===== src/rtl/mux8_rr_arbiter.sv =====
// Round-robin owner sequencer for a shared 8:1 bit selector: grants, drives sel, samples data.
// Optional forced release after MAX_HOLD BUSY cycles when MUX8_ARB_TIMEOUT_EN is defined.
module mux8_rr_arbiter #(
    parameter int unsigned MAX_HOLD  = 16,
    parameter int unsigned PTR_RESET = 7
) (
    input  logic       clk,
    input  logic       rst_n,
    input  logic [7:0] req,
    input  logic       done,
    input  logic [7:0] data_in,
    output logic [7:0] grant,
    output logic [2:0] sel,
    output logic       busy,
    output logic       data_out,
    output logic       data_vld
);
    localparam int unsigned N_CH  = 8;
    localparam int unsigned IDX_W = 3;
    localparam int unsigned CNT_W = 8;

    typedef enum logic [1:0] {
        IDLE = 2'd0,
        BUSY = 2'd1,
        GAP  = 2'd2
    } state_t;

    if (MAX_HOLD < 2 || MAX_HOLD > 255) begin : g_bad_max_hold
        $error("mux8_rr_arbiter: MAX_HOLD must be in 2..255");
    end

    state_t           state;
    state_t           state_nxt;
    logic [IDX_W-1:0] ptr;
    logic [IDX_W-1:0] ptr_nxt;
    logic [IDX_W-1:0] winner;
    logic [IDX_W-1:0] sel_nxt;
    logic [N_CH-1:0]  grant_nxt;
    logic             busy_nxt;
    logic             data_out_nxt;
    logic             data_vld_nxt;
    logic             timeout_c;
    logic             exit_c;

`ifdef MUX8_ARB_TIMEOUT_EN
    localparam logic [CNT_W-1:0] HOLD_LAST = CNT_W'(MAX_HOLD - 1);
    logic [CNT_W-1:0] hold_cnt;
    logic [CNT_W-1:0] hold_cnt_nxt;

    assign timeout_c = (hold_cnt == HOLD_LAST);
`else
    assign timeout_c = 1'b0;
`endif

    assign exit_c = (state == BUSY) && (done || !req[sel] || timeout_c);

    // First requester strictly after the last owner, wrapping mod 8
    always_comb begin
        logic             found;
        logic [IDX_W-1:0] idx;
        winner = '0;
        found  = 1'b0;
        idx    = '0;
        for (int unsigned i = 1; i <= N_CH; i++) begin
            idx = ptr + IDX_W'(i);
            if (!found && req[idx]) begin
                winner = idx;
                found  = 1'b1;
            end
        end
    end

    // State and output registers
    always_ff @(posedge clk or negedge rst_n) begin
        if (!rst_n) begin
            state    <= IDLE;
            grant    <= '0;
            sel      <= '0;
            busy     <= 1'b0;
            data_out <= 1'b0;
            data_vld <= 1'b0;
            ptr      <= IDX_W'(PTR_RESET);
`ifdef MUX8_ARB_TIMEOUT_EN
            hold_cnt <= '0;
`endif
        end else begin
            state    <= state_nxt;
            grant    <= grant_nxt;
            sel      <= sel_nxt;
            busy     <= busy_nxt;
            data_out <= data_out_nxt;
            data_vld <= data_vld_nxt;
            ptr      <= ptr_nxt;
`ifdef MUX8_ARB_TIMEOUT_EN
            hold_cnt <= hold_cnt_nxt;
`endif
        end
    end

    // Next state
    always_comb begin
        state_nxt = state;
        case (state)
            IDLE:    if (|req) state_nxt = BUSY;
            BUSY:    if (exit_c) state_nxt = GAP;
            GAP:     state_nxt = IDLE;
            default: state_nxt = IDLE;
        endcase
    end

    // Next values of the registered outputs; GAP lets data_vld fall after one cycle
    always_comb begin
        grant_nxt    = grant;
        sel_nxt      = sel;
        busy_nxt     = busy;
        data_out_nxt = data_out;
        data_vld_nxt = 1'b0;
        ptr_nxt      = ptr;
`ifdef MUX8_ARB_TIMEOUT_EN
        hold_cnt_nxt = hold_cnt;
`endif
        case (state)
            IDLE: begin
                if (|req) begin
                    grant_nxt = N_CH'(1) << winner;
                    sel_nxt   = winner;
                    ptr_nxt   = winner;
                    busy_nxt  = 1'b1;
`ifdef MUX8_ARB_TIMEOUT_EN
                    hold_cnt_nxt = '0;
`endif
                end
            end
            BUSY: begin
                data_out_nxt = data_in[sel];
                data_vld_nxt = 1'b1;
`ifdef MUX8_ARB_TIMEOUT_EN
                if (hold_cnt != '1) hold_cnt_nxt = hold_cnt + CNT_W'(1);
`endif
                if (exit_c) begin
                    grant_nxt = '0;
                    busy_nxt  = 1'b0;
                end
            end
            GAP: begin
                grant_nxt = '0;
                busy_nxt  = 1'b0;
            end
            default: begin
                grant_nxt = '0;
                busy_nxt  = 1'b0;
            end
        endcase
    end

endmodule

===== config.mk =====
export PLATFORM = sky130hd
export DESIGN_NAME = mux8_rr_arbiter
export DESIGN_NICKNAME = d
export VERILOG_FILES = /design/src/rtl/mux8_rr_arbiter.sv
export SDC_FILE = /design/constraint.sdc
export NUM_CORES = 1
export LEC_CHECK = 0
export ABC_AREA = 1
export BUFFER_PORTS_ARGS = -buffer_cell sky130_fd_sc_hd__buf_2
export CORE_UTILIZATION = 45
export DETAILED_ROUTE_END_ITERATION = 6
export PLACE_DENSITY = 0.7
export SYNTH_ARGS = -nofsm -noshare
export SYNTH_HDL_FRONTEND = slang
export SYNTH_SLANG_ARGS = --single-unit

===== constraint.sdc =====
create_clock -name clk -period 2.4 [get_ports clk]
set_input_delay 0.24 -clock clk [delete_from_list [all_inputs] [get_ports clk]]
set_output_delay 0.24 -clock clk [all_outputs]
set_load 0.1 [all_outputs]

==> flow_metrics.py, run 1 <==
metrics = {
    "logic_synthesis": {
        "synth_flop_cell": "dfrtp_1",
        "seq_area_frac_synth_pct": 28.25,
        "synth_top_family_by_area": "simple AND/OR/NAND/NOR gates",
        "yosysUniqueCellTypes": 33,
        "synthAdderAreaFrac_pct": 1.556,
        "synth_cells": 244,
        "synthTopCellsByArea": "dfrtp_1 23%, nand2_1 18%, nand3_1 10%, nor2_1 6.1%, o21ai_0 5.0%",
        "synth-simple-area-share_pct": 49.42,
        "synth-seq-cells": 18,
        "yosys.area.top_type_share_pct": 23.35,
        "yosys.area.top_type": "dfrtp_1",
        "synth_xor_area_share_pct": 2.101,
        "yosysMostFrequentCell": "nand2_1",
        "muxShareOfSynthArea_pct": 0,
        "netlist_area_mm2": 0.001608,
        "synth_compound_area_share_pct": 10.04,
        "synth_edf_count": 0,
        "synth_warnings": 0,
        "synthArstFlopShare_pct": 100.0,
        "synth_commonest_cells": "78 x nand2_1, 32 x nand3_1, 26 x nor2_1",
        "syn_avg_cell_area_um2": 6.589,
        "synth_nets": 265,
    },
    "die": {
        "die_h_um": 61.78,
        "io_pins": 33,
        "core_area_mm2": 0.003390,
        "rows": 21,
        "dieArea_mm2": 0.003816,
        "fp.dieW_um": 61.78,
        "start_util_pct": 47.43,
    },
    "placement": {
        "gp_congestion": 0.8453,
        "dp_cells": 323,
        "portBuffers": 32,
        "preCtsSetupSlack_ps": -13.68,
        "placed_cell_area_mm2": 0.001829,
        "place_hpwl_um": 3170,
    },
    "route": {
        "first_pass_iters": 4,
        "first_iter_violations": 74,
        "num_vias": 1741,
        "post_drt_via_cell_ratio": 5.276,
        "avgRoutedWirePerCell_um": 12.85,
        "drc": 0,
        "wirelength_um": 4239,
        "ant_nets": 0,
    },
    "clock_network": {
        "cts_tree": "done",
        "htree_levels": 1,
        "clkLatencyLatePin_ps": 300,
        "clk_pin_slew_ps": 110,
        "clockRootBuffer": "clkbuf_4",
        "cts.path.max_buffers": 2,
        "cts_buffers": 3,
        "clock_sinks": 18,
    },
    "grt": {
        "grt_max_degree": 19,
        "grt_pass1_wl_um": 6403,
        "antenna_found_initial": 0,
        "grt_pass1_vias": 1477,
        "grt_use_total_pct": 22.90,
        "grt_overflow": 0,
    },
    "setup_path": {
        "worstRegToRegCells": 15,
        "required_ps": 2640,
        "path_cells": "inv_2 -> ha_4 -> inv_6 -> nand3_4 -> nand3_4 -> nand2_4 -> nor2_8 -> nand4_4 -> nor2_4 -> nand2_2 -> nand2_2 -> nand2_4 -> a21oi_4 -> nand2_1 -> nand2_1",
        "crit_type": "reg -> reg",
        "critical_path_arrival_ps": 2570,
        "worstSetupStartpointType": "flip-flop",
        "cpPeakStageDelay_ps": 570,
        "cpMaxStageDelayCell": "dfstp_2",
        "end_kind": "flip-flop",
        "critPathMaxFanout": 6,
    },
    "run_status": {
        "outcome": "finished, final reports clean",
    },
    "sta": {
        "setup_slack_ps": 70.58,
        "fin_crit_sh_pct": 97.06,
        "maxSlewViolCount": 0,
        "maxSlewHeadroom_pct": 67.75,
        "finalSetupViolCount": 0,
        "rsz0062_at_grt": "true",
        "period_needed_ps": 2329,
        "worst_pin_slew_ps": 487.1,
        "fmax_ghz": 0.4293,
        "hold_violations": 0,
        "fin_skew_ps": 6.679,
    },
    "finish": {
        "fin_cells": 330,
        "layout.nets": 306,
        "antennaDiodeCount": 0,
        "syn_to_final_growth_pct": 27.39,
        "stdcell_area_mm2": 0.002048,
        "fillers": 331,
        "layout-drive-gt1-share_pct": 37.68,
    },
    "flow_run": {
        "drv_cap": 0,
    },
    "worst_hold_path": {
        "holdPathStages": 4,
        "hold_class": "in -> reg",
    },
}
-- sequential cells by signal (all words and copies together), names as in the netlist --
signal    flops
busy          1
ptr           3
state         1
sel           3
data_out      1
data_vld      1
grant         8
-- final cells by class --
type | count | area (µm²) | share of cell area (%)
timing repair buffer | 41 | 234.0 | 11.42
clock buffer | 4 | 36.28 | 1.772
inverter | 25 | 101.3 | 4.948
sequential | 18 | 455.4 | 22.24
multi-input combinational | 196 | 1164 | 56.81
tap | 46 | 57.56 | 2.810
-- worst max-delay path: cells and delay by family, from the launching register on --
kind | cells | cell delay, ps
buffers and inverters | 2 | 150
AND/OR/NAND/NOR | 11 | 1090
AO/OA/AOI/OAI | 1 | 190
flip-flops | 1 | 570
adder cells (fa/ha/maj) | 1 | 280
-- kinds of logic after synthesis --
family	after synthesis
adders and majority gates	2
and+or+nand+nor	165
xor gates and xnor gates	3
DFF	18
AOI/OAI and AO/OA	26
buffers and inverters	30
-- path summary, 6_finish.rpt --
path | slack [ps] | endpoint | start
worst max-delay path | 70 | grant[5] | ptr[1]
worst min-delay path | 270 | busy | done
worst max register to register | 70 | grant[5] | ptr[1]
worst min register to register | 490 | grant[7] | grant[7]
max in group asynchronous | 1680 | ptr[1] | rst_n
min in group asynchronous | 390 | busy | rst_n
-- timing repair --
| action | CTS | global route |
|---|---|---|
| hold buffers | 1 | 0 |
| pin swaps | 0 | 22 |
| resized for setup | 1 | 42 |
| setup buffers | 0 | 2 |
| endpoints found under the setup margin | 8 | 14 |
| endpoints found under the hold margin | 15 | 0 |
-- through the flow --
stage	hold WS, ps	util [%]	setup TNS [ps]
after global placement	188.2	53.97	0
after global routing	284.8	60.43	-893.8
after detailed placement	191.6	53.97	-33.04
after floorplan	-55.59	-	0
after CTS	263.2	55.41	0
final	267.1	60.43	0
-- layout by cell type, fill, tap and decap left out, drive strengths merged --
cell type / instances
o22ai: 1
nand4: 5
dfstp: 3
xnor2: 2
buf: 40
dfrtp: 15
ha: 2
clkbuf: 4
o221ai: 3
o211ai: 1
nor3: 2
nand3: 35
a21oi: 2
nand2: 89
nor2: 32
dlygate4sd3: 1
nor4: 2
xor2: 1
inv: 25
o21ai: 19
-- metal layers --
layer	global-route usage, %	part of all wire (%)
met5	0	0
met4	6.349	1.7
met3	2.070	2.3
met2	39.63	49
met1	30.72	47
Power of run 1 is left out: the tool's default activity adds up to more than one toggle a clock period on the data nets, which glitch-free logic cannot reach.
==> run 2: changes to the inputs <==
CORE_ASPECT_RATIO = 0.7   (was default)
==> run 2 against run 1 <==
Against the previous run:
- cell count is 0.91% higher
- utilization is 4.9 points higher
- wire length is 2.1% higher
- critical endpoint unchanged
- register-to-register slack hardly changed
- non-clock buffer count is 2 higher
- design area is 4.5% higher
- die area hardly changed
==> flow_metrics.py, run 2 (synthesis results as in run 1) <==
metrics = {
    "run_status": {
        "outcome": "finished, final reports clean",
    },
    "finish": {
        "fillers": 281,
        "layout_commonest_cell": "nand2_1",
        "multiInputGateArea_mm2": 0.001230,
        "regArea_um2": 455.4,
        "fin_cells": 333,
        "largest_reg_flops": 8,
        "largestRegisters": "grant x8, ptr x3, sel x3",
        "layout-drive-gt1-share_pct": 41.61,
        "postLayoutCoreUtil_pct": 65.32,
        "layout.nets": 308,
        "antennaDiodeCount": 0,
        "mostFrequentLayoutCells": "66 x nand2_1, 32 x buf_2, 19 x nor2_1, 19 x nand3_1, 18 x nand2_2",
        "regMostFlops": "grant",
        "syn_to_final_growth_pct": 33.07,
    },
    "worst_hold_path": {
        "hold_class": "in -> reg",
    },
    "clock_network": {
        "htree_levels": 1,
        "clkLatencyLatePin_ps": 250,
        "cts.path.max_buffers": 2,
        "clockRootBuffer": "clkbuf_8",
        "clock_sinks": 18,
        "cts_buffers": 3,
        "cts_tree": "done",
        "clk_pin_slew_ps": 70,
    },
    "route": {
        "ant_nets": 0,
        "first_iter_violations": 78,
        "wirelength_um": 4326,
        "wl_met3_um": 151,
        "avgRoutedWirePerCell_um": 12.99,
        "dr.max_layer_used": "met4",
        "post_drt_via_cell_ratio": 5.312,
        "drc": 0,
        "first_pass_iters": 4,
        "met1_length_um": 2264,
        "num_vias": 1769,
        "dr_wl_met2_um": 1899,
    },
    "sta": {
        "finalSetupViolCount": 0,
        "maxSlewViolCount": 0,
        "hold_violations": 0,
        "fin_skew_ps": 0.8949,
        "rsz0062_at_grt": "true",
        "holdWs_ps": 305.0,
        "fin_crit_sh_pct": 97.15,
        "period_needed_ps": 2332,
        "maxSlewHeadroom_pct": 67.64,
        "fmax_ghz": 0.4289,
        "worst_pin_slew_ps": 488.7,
    },
    "grt": {
        "antenna_found_initial": 0,
        "grt_use_total_pct": 23.32,
        "grt_pass1_vias": 1459,
        "grt_overflow": 0,
        "grt_max_degree": 19,
        "grt_pass1_wl_um": 6831,
    },
    "setup_path": {
        "critPathMaxFanout": 6,
        "cpMaxStageDelayCell": "dfstp_2",
        "critical_path_arrival_ps": 2480,
        "path_cells": "inv_2 -> ha_4 -> inv_6 -> nand3_4 -> nand3_4 -> nand2_4 -> nor2_8 -> nand4_4 -> nor3_2 -> nand2_1 -> nand4_1 -> nor2_2 -> nand2_1 -> nand2_1",
        "crit_type": "reg -> reg",
        "cp_num_buf_inv": 2,
        "worstSetupStartpointType": "flip-flop",
        "required_ps": 2550,
        "cpMostUsedCell": "nand2_1",
        "end_kind": "flip-flop",
        "critPathTopFamily": "simple AND/OR/NAND/NOR gates",
        "cpPeakStageDelay_ps": 530,
    },
    "die": {
        "fp.dieW_um": 73.44,
        "die_h_um": 52.01,
        "rows": 17,
        "dieArea_mm2": 0.003820,
        "io_pins": 33,
        "start_util_pct": 49.08,
        "core_area_mm2": 0.003276,
    },
    "placement": {
        "gp_congestion": 0.8560,
        "place_hpwl_um": 3272,
        "dp_cells": 324,
        "portBuffers": 32,
    },
    "flow_run": {
        "drv_cap": 0,
    },
}
## run 2: cell types whose count changed in the layout (fill, tap and decap cells not counted), moves of 2 or more
| cell | delta |
|---|---|
| nand3_1 | -5 |
| nand2_1 | -4 |
| nand2_2 | +4 |
| clkbuf_4 | -3 |
| nand3_2 | +3 |
| buf_4 | +2 |
| clkbuf_8 | +2 |
| nand3_4 | +2 |
## run 2: worst register-to-register path, stage by stage (launching register included)
cell and delay (ps):
dfstp_2 530, inv_2 50, ha_4 290, inv_6 110
nand3_4 100, nand3_4 80, nand2_4 80, nor2_8 130
nand4_4 140, nor3_2 200, nand2_1 110, nand4_1 210
nor2_2 70, nand2_1 70, nand2_1 40
## run 2: worst paths after layout
check	slack (ps)	endpoint	cells after the start	from
worst max-delay path	70	grant[5]	14	ptr[1]
worst min-delay path	310	busy	4	done
worst max register to register	70	grant[5]	14	ptr[1]
worst min register to register	470	grant[7]	2	grant[7]
max in group asynchronous	1650	ptr[1]	2	rst_n
min in group asynchronous	440	grant[6]	2	rst_n
## run 2: layer usage
layer | vias up | GRT usage (%)
li1 | 888 | -
met1 | 833 | 37.13
met2 | 46 | 32.11
met3 | 2 | 4.457
met4 | 0 | 3.846
met5 | - | 0
## run 2: final cells by class
type / instances / area share [%]
timing repair buffer: 43 / 11.64
inverter: 25 / 4.737
clock buffer: 4 / 2.105
multi-input combinational: 196 / 57.49
tap: 47 / 2.749
sequential: 18 / 21.29
## run 2: repair_timing
item / 4_1_cts / 5_1_grt
gates resized for setup: 1 / 56
endpoints found under the setup margin: 1 / 14
buffers inserted: 0 / 4
pin swaps: 0 / 27
hold endpoints to repair: 15 / 0
hold buffers: 1 / 0
## run 2: through the flow
| stage | setup WS [ps] | setup TNS, ps | area [µm²] |
|---|---|---|---|
| after detailed placement | 10.79 | 0 | 1831 |
| after floorplan | 13.94 | 0 | 1609 |
| after global routing | -74.43 | -585.8 | 2140 |
| final | 68.32 | 0 | 2140 |
| after global placement | 20.53 | 0 | 1831 |
| after CTS | 26.42 | 0 | 1888 |
Power of run 2 is left out for the same reason.
==> run 3: changes to the inputs <==
--- a/config.mk
+++ b/config.mk
@@ -9,6 +9,8 @@
 export BUFFER_PORTS_ARGS = -buffer_cell sky130_fd_sc_hd__buf_2
 export CORE_ASPECT_RATIO = 0.7
+export CORE_MARGIN = 5
 export CORE_UTILIZATION = 45
 export DETAILED_ROUTE_END_ITERATION = 6
+export GPL_ROUTABILITY_DRIVEN = 0
 export PLACE_DENSITY = 0.7
 export SYNTH_ARGS = -nofsm -noshare
==> constraint.sdc (replaced) <==
create_clock -name clk -period 2.4 [get_ports clk]
set_input_delay 0.48 -clock clk [delete_from_list [all_inputs] [get_ports clk]]
set_output_delay 0.48 -clock clk [all_outputs]
set_load 0.1 [all_outputs]
==> run 3 against run 2 <==
Against the previous run:
- count of clock-buffer cells in the layout unchanged
- utilization decreased by 6.1 points
- sequential share of layout area increased by 0.73 points
- non-clock buffer count increased by 1
- flip-flop and latch count unchanged
- setup slack improved by 3.8 ps
- cell count increased by 1.2%
- design area decreased by 3.3%
- highest routed layer unchanged
- maximum frequency increased by 0.16%
- via count decreased by 0.68%
==> flow_metrics.py, run 3 (synthesis results as in run 1) <==
metrics = {
    "finish": {
        "fillers": 335,
        "regMostFlops": "grant",
        "fin_cells": 337,
        "mostFrequentLayoutCells": "74 x nand2_1, 32 x buf_2, 24 x nand3_1",
        "layout-drive-gt1-share_pct": 36.93,
        "syn_to_final_growth_pct": 28.64,
        "stdcell_area_mm2": 0.002068,
        "largest_reg_flops": 8,
        "layout_commonest_cell": "nand2_1",
        "layout.nets": 309,
        "antennaDiodeCount": 0,
        "largestRegisters": "grant x8, ptr x3, sel x3",
    },
    "clock_network": {
        "clockRootBuffer": "clkbuf_8",
        "ctsHoldBuffers": 0,
        "clk_pin_slew_ps": 70,
        "cts_buffers": 3,
        "htree_levels": 1,
        "cts_tree": "done",
        "clkLatencyLatePin_ps": 260,
        "clock_sinks": 18,
        "cts.path.max_buffers": 2,
    },
    "sta": {
        "finalSetupViolCount": 0,
        "worst_pin_slew_ps": 490.1,
        "tns_ps": 0,
        "maxSlewViolCount": 0,
        "hold_violations": 0,
        "fin_crit_sh_pct": 97.00,
        "setup_slack_ps": 72.08,
        "fin_skew_ps": 3.062,
        "rsz0062_at_grt": "true",
        "maxSlewHeadroom_pct": 67.55,
        "period_needed_ps": 2328,
        "fmax_ghz": 0.4296,
    },
    "route": {
        "avgRoutedWirePerCell_um": 12.64,
        "first_pass_iters": 4,
        "post_drt_via_cell_ratio": 5.214,
        "drc": 0,
        "num_vias": 1757,
        "first_iter_violations": 100,
        "ant_nets": 0,
        "wirelength_um": 4260,
    },
    "run_status": {
        "outcome": "finished, final reports clean",
    },
    "setup_path": {
        "critical_path_arrival_ps": 2530,
        "worstSetupStartpointType": "flip-flop",
        "required_ps": 2600,
        "critPathMaxFanout": 6,
        "crit_type": "reg -> reg",
        "end_kind": "flip-flop",
    },
    "placement": {
        "preCtsSetupSlack_ps": -28.17,
        "dp_cells": 327,
        "place_hpwl_um": 3316,
        "portBuffers": 32,
        "placed_cell_area_mm2": 0.001834,
    },
    "die": {
        "core_area_mm2": 0.003491,
        "start_util_pct": 46.06,
        "dieArea_mm2": 0.004887,
        "fp.dieW_um": 81.44,
        "die_h_um": 60.01,
        "rows": 18,
        "io_pins": 33,
    },
    "flow_run": {
        "drv_cap": 0,
    },
    "grt": {
        "grt_pass1_wl_um": 6900,
        "grt_pass1_vias": 1513,
        "antenna_found_initial": 0,
        "grt_use_total_pct": 17.93,
        "grt_overflow": 0,
        "grt_max_degree": 19,
    },
    "worst_hold_path": {
        "hold_class": "in -> async",
    },
}
-- run 3: cell types whose count changed in the layout (fill, tap and decap cells not counted), sizes merged --
cell	previous run	this run
buf	42	44
dlygate4sd3	1	0
-- run 3: final cells by class --
cell class / count / area (µm²) / share of cell area, %
sequential: 18 / 455.4 / 22.02
multi-input combinational: 196 / 1139 / 55.05
inverter: 25 / 98.84 / 4.779
tap: 50 / 62.56 / 3.025
timing repair buffer: 44 / 257.7 / 12.46
clock buffer: 4 / 55.05 / 2.662
-- run 3: critical path: stages (launching register included) --
cell     delay [ps]
dfstp_2         560
inv_2            50
ha_4            310
inv_4            60
nand3_2          90
nand3_2         100
nand2_4         130
inv_2            50
nand3_2          40
nand2_1          50
inv_1            60
nand3_2          90
nor2_4           90
nand4_1         250
nor2_2          210
nand2_1          60
nand2_1          50
-- run 3: path summary, 6_finish.rpt --
check                      startpoint        to  slack (ps)  cells past startpoint
setup / recovery               ptr[1]  grant[4]          70                     16
hold / removal                  rst_n  grant[6]         130                      1
setup reg to reg               ptr[1]  grant[4]          70                     16
min in group clk             grant[1]  grant[1]         470                      2
max in group asynchronous       rst_n    ptr[1]        1950                      1
hold reg to reg              grant[1]  grant[1]         470                      2
-- run 3: what timing repair did --
item / 4_1_cts / 5_1_grt
pin swaps: 4 / 10
resized for setup: 4 / 31
endpoints found under the setup margin: 7 / 14
buffers inserted: 0 / 6
-- run 3: stage by stage --
step | util (%) | hold slack (ps)
floorplan | - | 184.4
global placement | 52.54 | 423.7
detailed placement | 52.54 | 426.3
CTS | 54.59 | 149.2
global route | 59.25 | 170.7
finish | 59.25 | 133.8
-- run 3: metal layers --
layer	vias to the layer above	GRT usage, %	wire [µm]
met5	-	0	0
met4	0	2.169	27
met3	6	4.217	364
met2	67	24.36	1780
met1	799	28.77	2088
li1	885	-	-
Power of run 3 is left out for the same reason.
